$ cat src/rtl/ct_fadd_pkg.sv
// rtl/ct_fadd_pkg.sv - shared types and constants for the FADD writeback path
// Exception-flag layout and the writeback buffer entry record.
package ct_fadd_pkg;

   localparam int FFLAG_W     = 5;
   localparam int FFLAG_NV    = 4;
   localparam int FFLAG_DZ    = 3;
   localparam int FFLAG_OF    = 2;
   localparam int FFLAG_UF    = 1;
   localparam int FFLAG_NX    = 0;
   localparam int FADD_DATA_W = 64;
   localparam int FADD_PREG_W = 7;

   typedef struct packed {
      logic [FADD_DATA_W-1:0] data;
      logic [FFLAG_W-1:0]     fflags;
      logic [FADD_PREG_W-1:0] preg;
   } fadd_wb_entry_t;

endpackage

$ cat src/rtl/ct_fadd_wb_fifo_entry.sv
// rtl/ct_fadd_wb_fifo_entry.sv - one writeback buffer storage slot
// Loads the offered entry on write enable; clears on reset.
import ct_fadd_pkg::*;

module ct_fadd_wb_fifo_entry (
   input  logic           ex1_pipe_clk,
   input  logic           cpurst_b,
   input  logic           we_i,
   input  fadd_wb_entry_t entry_i,
   output fadd_wb_entry_t entry_o
);

   fadd_wb_entry_t entry_q;

   always_ff @(posedge ex1_pipe_clk or negedge cpurst_b) begin
      if (!cpurst_b) begin
         entry_q <= '0;
      end else if (we_i) begin
         entry_q <= entry_i;
      end
   end

   assign entry_o = entry_q;

endmodule

$ cat src/rtl/ct_fadd_wb_buf.sv
// rtl/ct_fadd_wb_buf.sv - in-order skid buffer between FADD EX3 and FP writeback
// Optional sticky fflags accumulator enabled by FADD_WB_FFLAGS_ACC_EN.
import ct_fadd_pkg::*;

module ct_fadd_wb_buf #(
   parameter int DEPTH  = 2,
   parameter int PREG_W = FADD_PREG_W
) (
   input  logic                   ex1_pipe_clk,
   input  logic                   cpurst_b,
   input  logic                   fadd_forward_r_vld,
   input  logic [FADD_DATA_W-1:0] fadd_forward_result,
   input  logic [FFLAG_W-1:0]     fadd_ereg_ex3_result,
   input  logic [PREG_W-1:0]      ex3_dst_preg,
   input  logic                   wb_ready,
   input  logic                   rtu_flush,
   input  logic                   fflags_clr,
   output logic                   wb_vld,
   output logic [FADD_DATA_W-1:0] wb_data,
   output logic [PREG_W-1:0]      wb_preg,
   output logic [FFLAG_W-1:0]     wb_fflags,
   output logic                   fadd_wb_full,
   output logic                   wb_ovfl_err,
   output logic [FFLAG_W-1:0]     fflags_acc
);

   localparam int PTR_W = $clog2(DEPTH);
   localparam int CNT_W = PTR_W + 1;
   localparam logic [CNT_W-1:0] DEPTH_C = CNT_W'(DEPTH);

   logic [PTR_W-1:0] rd_ptr_q, rd_ptr_d;
   logic [PTR_W-1:0] wr_ptr_q, wr_ptr_d;
   logic [CNT_W-1:0] cnt_q, cnt_d;
   logic             ovfl_q, ovfl_d;

   logic             full_raw;
   logic             pop;
   logic             push_ok;
   logic [DEPTH-1:0] entry_we;
   fadd_wb_entry_t   wr_entry;
   fadd_wb_entry_t   head;
   fadd_wb_entry_t   entry_q [DEPTH];

   assign full_raw     = (cnt_q == DEPTH_C);
   assign wb_vld       = (cnt_q != '0);
   assign pop          = wb_vld & wb_ready;
   // A full buffer still takes a push when its head leaves in the same cycle.
   assign push_ok      = fadd_forward_r_vld & (~full_raw | pop);
   assign fadd_wb_full = full_raw & ~wb_ready;

   assign wr_entry.data   = fadd_forward_result;
   assign wr_entry.fflags = fadd_ereg_ex3_result;
   assign wr_entry.preg   = FADD_PREG_W'(ex3_dst_preg);

   for (genvar g = 0; g < DEPTH; g++) begin : g_entry
      assign entry_we[g] = push_ok & ~rtu_flush & (wr_ptr_q == PTR_W'(g));

      ct_fadd_wb_fifo_entry u_entry (
         .ex1_pipe_clk (ex1_pipe_clk),
         .cpurst_b     (cpurst_b),
         .we_i         (entry_we[g]),
         .entry_i      (wr_entry),
         .entry_o      (entry_q[g])
      );
   end

   assign head      = entry_q[rd_ptr_q];
   assign wb_data   = head.data;
   assign wb_fflags = head.fflags;
   assign wb_preg   = PREG_W'(head.preg);

   always_comb begin
      rd_ptr_d = rd_ptr_q;
      wr_ptr_d = wr_ptr_q;
      cnt_d    = cnt_q;
      ovfl_d   = ovfl_q | (fadd_forward_r_vld & full_raw & ~wb_ready);
      if (rtu_flush) begin
         rd_ptr_d = '0;
         wr_ptr_d = '0;
         cnt_d    = '0;
      end else begin
         if (pop) begin
            rd_ptr_d = rd_ptr_q + PTR_W'(1);
         end
         if (push_ok) begin
            wr_ptr_d = wr_ptr_q + PTR_W'(1);
         end
         case ({push_ok, pop})
            2'b10:   cnt_d = cnt_q + CNT_W'(1);
            2'b01:   cnt_d = cnt_q - CNT_W'(1);
            default: cnt_d = cnt_q;
         endcase
      end
   end

   always_ff @(posedge ex1_pipe_clk or negedge cpurst_b) begin
      if (!cpurst_b) begin
         rd_ptr_q <= '0;
         wr_ptr_q <= '0;
         cnt_q    <= '0;
         ovfl_q   <= 1'b0;
      end else begin
         rd_ptr_q <= rd_ptr_d;
         wr_ptr_q <= wr_ptr_d;
         cnt_q    <= cnt_d;
         ovfl_q   <= ovfl_d;
      end
   end

   assign wb_ovfl_err = ovfl_q;

`ifdef FADD_WB_FFLAGS_ACC_EN
   logic [FFLAG_W-1:0] acc_q, acc_d;

   // A pop squashed by a flush never retired, so its flags are not folded in.
   always_comb begin
      acc_d = acc_q;
      if (pop && !rtu_flush) begin
         acc_d = (fflags_clr ? '0 : acc_q) | head.fflags;
      end else if (fflags_clr) begin
         acc_d = '0;
      end
   end

   always_ff @(posedge ex1_pipe_clk or negedge cpurst_b) begin
      if (!cpurst_b) begin
         acc_q <= '0;
      end else begin
         acc_q <= acc_d;
      end
   end

   assign fflags_acc = acc_q;
`else
   logic unused_fflags_clr;
   assign unused_fflags_clr = fflags_clr;
   assign fflags_acc        = '0;
`endif

endmodule

$ cat config.mk
export PLATFORM = sky130hd
export DESIGN_NAME = ct_fadd_wb_buf
export DESIGN_NICKNAME = d
export VERILOG_FILES = /design/src/rtl/ct_fadd_pkg.sv /design/src/rtl/ct_fadd_wb_fifo_entry.sv /design/src/rtl/ct_fadd_wb_buf.sv
export SDC_FILE = /design/constraint.sdc
export NUM_CORES = 1
export LEC_CHECK = 0
export CORE_MARGIN = 8
export CORE_UTILIZATION = 45
export DETAILED_ROUTE_END_ITERATION = 8
export HOLD_SLACK_MARGIN = 0.12
export PLACE_DENSITY = 0.85
export SYNTH_ARGS = -nofsm -noshare
export SYNTH_HDL_FRONTEND = slang
export SYNTH_SLANG_ARGS = --single-unit
$ cat constraint.sdc
create_clock -name ex1_pipe_clk -period 2.05 [get_ports ex1_pipe_clk]
set_clock_uncertainty 0.1 [all_clocks]
set_input_delay 0.205 -clock ex1_pipe_clk [delete_from_list [all_inputs] [get_ports ex1_pipe_clk]]
set_output_delay 0.205 -clock ex1_pipe_clk [all_outputs]
set_load 0.005 [all_outputs]
==> results.txt <==
- The cell count after synthesis came out at between 400 and 500.
* RSZ-0062 raised after global routing: true
* FMAX: 0.458 GHz
- Share of the core filled with cells in the final layout: 64.4%
- Fraction of final layout cells with drive strength greater than 1: 53.7%
- Most common cell after layout, fill and taps aside: sky130_fd_sc_hd__mux2_2
- Clock latency on the worst-skew pair, taken at its later pin, is roughly 420 ps.
* Starting utilization of the core area: ~46%
* Reg2reg end: g_entry[0].u_entry.entry_o[70]$_DFFE_PN0P_
- In the final layout, flip-flops and latches occupy 0.00393 mm^2.
* DR vias: 4,250
- Port Buf Inserts: around 160
- The Yosys step of the flow raised 0 warnings.
* Power per cell area: just over 1000 mW/mm^2
* Number of cell rows: 45
* TritonRoute pass-1 iters: 6
- Number of H-tree levels: 4
- The worst register-to-register path begins at cnt_q[1]$_DFFE_PN0P_.
- The first global-routing pass estimated around 27,000 um of wire.
- Number of remaining DRC errors: 0
* ANT nets after route: 0
- Aggregate negative setup slack: -2100 ps
- Sequential cells were found to cover 56.7% of the synthesized design area.
- The number of max-slew violations in the final report is 0.
* Critical-path maximum fanout: 5
- Iteration-0 DRC count of the detailed router: between 150 and 200
- Mapped Area: around 0.0069 mm^2
* Kind of critical path: reg2out
- Via count of the first global-routing pass: approximately 5k
* I/O pin count: ~170
- Worst reg-to-reg setup slack: 50 ps
- Dividing the detail-routed via count by the number of cells gives just over 5.
- Counting flops and latches in the post-synthesis netlist gives approximately 160.
- Worst-Margin Slew: ~560 ps
- Entering global routing, the biggest net connects 60 pins.
* Highest-count cells in the layout ignoring fill and taps: sky130_fd_sc_hd__mux2_2, sky130_fd_sc_hd__dfrtp_1, sky130_fd_sc_hd__clkdlybuf4s50_1
- Class of the tightest hold or removal check: in2async
- Detailed-route wire length per cell: ~20 um
* Total Routed Length: between 15,000 and 20,000 um
* HPWL Detailed: around 11,000 um
* Final antenna diode count: 0
- Filler-free cell count of the finished design: slightly above 800
- TritonCTS built the clock tree.
- Failing checks: setup timing
- The clock passes through at most 2 buffers.
- Broken down by cell family, the worst path's largest delay share belongs to buffers and inverters.
- Clock sink total: around 160
- Static Leak: ~0.0044 uW
- Cell breakdown of the critical path: buf_4, mux2_2, clkdlybuf4s50_1
* Area of the core region: ~0.015 mm^2
* Cell type of the slowest stage on the worst timing path: sky130_fd_sc_hd__dfrtp_4
* Outcome: finished, violations left
* Floorplan die area: around 0.020 mm^2
- Counting tap cells, the placed design contains a total of a little under 800 instances.
- Total power for the finished layout comes to between 9000 and 10,000 uW.
* Die width: roughly 140 um
- Unique cell type count in the Yosys netlist: 25
* Required time at the worst-slack endpoint: ~1800 ps
- Bufs and invs on worst path: 2
- GR Util All Layers: approximately 17%
- Worst reg-to-reg path cell count: 5
* Syn Area/Cell: roughly 16 um^2
- STA classifies the critical path endpoint as an output pin.
* Headroom to the max-slew limit: 62.4%
* Count of fill cells added during filler insertion: about 1.1k
* Area growth from synthesis to layout: 40.8%
- VDD sags by at most approximately 0.6 mV.
- After layout, the minimum clock period comes to between 2000 and 2500 ps.
* Area of the multi-input gates: around 0.0029 mm^2
* PnR worst setup slack: -131 ps
- Global routing finished with a remaining overflow of 0.
- The net count of the finished layout is slightly above 700.
* Final hold vios: 0
- Cell at the root of the clock tree: sky130_fd_sc_hd__clkbuf_16
* Portion of the clock cycle consumed by the worst path in the final layout: 106%
- The floorplan step set the die height to between 100 and 150 um.
- Number of maximum-capacitance constraint violations: 0
- Final setup violating endpoints: between 50 and 60
- The worst setup path is launched from a flip-flop.
- On the worst path, the slowest cell contributes a delay of 480 ps.
- The initial antenna violation count came to 0.
- Clock slew seen by the registers of the worst setup and hold paths: about 60 ps
* Placer congestion estimate: between 0.7 and 0.8
- Arrival time at the worst endpoint: roughly 1900 ps
- Number of buffers inserted during clock tree synthesis: 17
-- metal layers --
layer / global-route usage (%) / wire length, um
met1: 19.2 / 6530
met2: 30.2 / 8530
met3: 6.35 / 1060
met4: 5.60 / 202
met5: 0 / 0
-- Yosys cell counts (all sizes together) --
master	instances	share of area [%]
nor3	2	0.14
nand2b	2	0.18
mux2	228	39
clkbuf	6	0.33
a311oi	1	0.13
or2	1	0.090
a21oi	1	0.072
a21o	1	0.11
nor2	2	0.11
o21ai	2	0.14
buf	25	2.3
and3b	1	0.13
nor4	1	0.090
dfrtp	157	57
and3	1	0.090
nor2b	2	0.18
nor3b	1	0.18
nand2	2	0.11
or4b	1	0.14
conb	1	0.054
xor2	1	0.13
-- worst max-delay path by stage --
stage                                                 endpoint  slack (ps)                  from  depth (start not counted)
global route                                       wb_data[38]        -190  rd_ptr_q$_DFFE_PN0P_                          3
finish                                             wb_data[42]        -130  rd_ptr_q$_DFFE_PN0P_                          3
detailed placement  g_entry[1].u_entry.entry_o[32]$_DFFE_PN0P_         -80              wb_ready                          7
floorplan           g_entry[0].u_entry.entry_o[53]$_DFFE_PN0P_          70  cnt_q[1]$_DFFE_PN0P_                          6
CTS                                                 wb_preg[1]        -200  rd_ptr_q$_DFFE_PN0P_                          3
global placement    g_entry[1].u_entry.entry_o[26]$_DFFE_PN0P_         -30              wb_ready                          7
-- cells by family after synthesis --
kind of cell    synth area share, %
compound gates                0.452
mux                            38.6
simple gates                   1.45
other cells                  0.0541
buf+inv                        2.58
xor+xnor                      0.126
flops                          56.7
-- area by class of cell --
class	count	area share, %
well taps	188	2.41
flip-flops and latches	157	40.3
repair buffers	197	21.8
multi-input cells	255	29.3
clock buffers	20	4.78
clock inverters	12	1.40
-- timing repair --
action / in CTS / in global routing
endpoints found under the hold margin: 78 / 0
resized for setup: 205 / 32
endpoints found under the setup margin: 78 / 75
pin swaps: 1 / 0
hold buffers: 1 / 0
setup buffers: 7 / 1
cloned: 4 / 1
-- state kept, by name, summed over array words and instances (netlist names) --
name	flops
cnt_q	2
rd_ptr_q	1
wr_ptr_q	1
wb_ovfl_err	1
g_entry.u_entry.entry_o	152
-- per-stage QoR --
step,instance area (um^2),hold slack (ps),worst slack (ps)
6_report,9760,215,-131
5_1_grt,9760,261,-187
4_1_cts,9610,223,-204
3_5_place_dp,8900,99.2,-81.7
3_3_place_gp,8900,89.6,-26.8
2_1_floorplan,6940,-191,72.6
-- report_power, final --
| group | switching [uW] | internal [uW] |
|---|---|---|
| logic | 831 | 1740 |
| clock network | 1260 | 1900 |
| registers | 378 | 3860 |
Power figures use the tool's default switching activity.
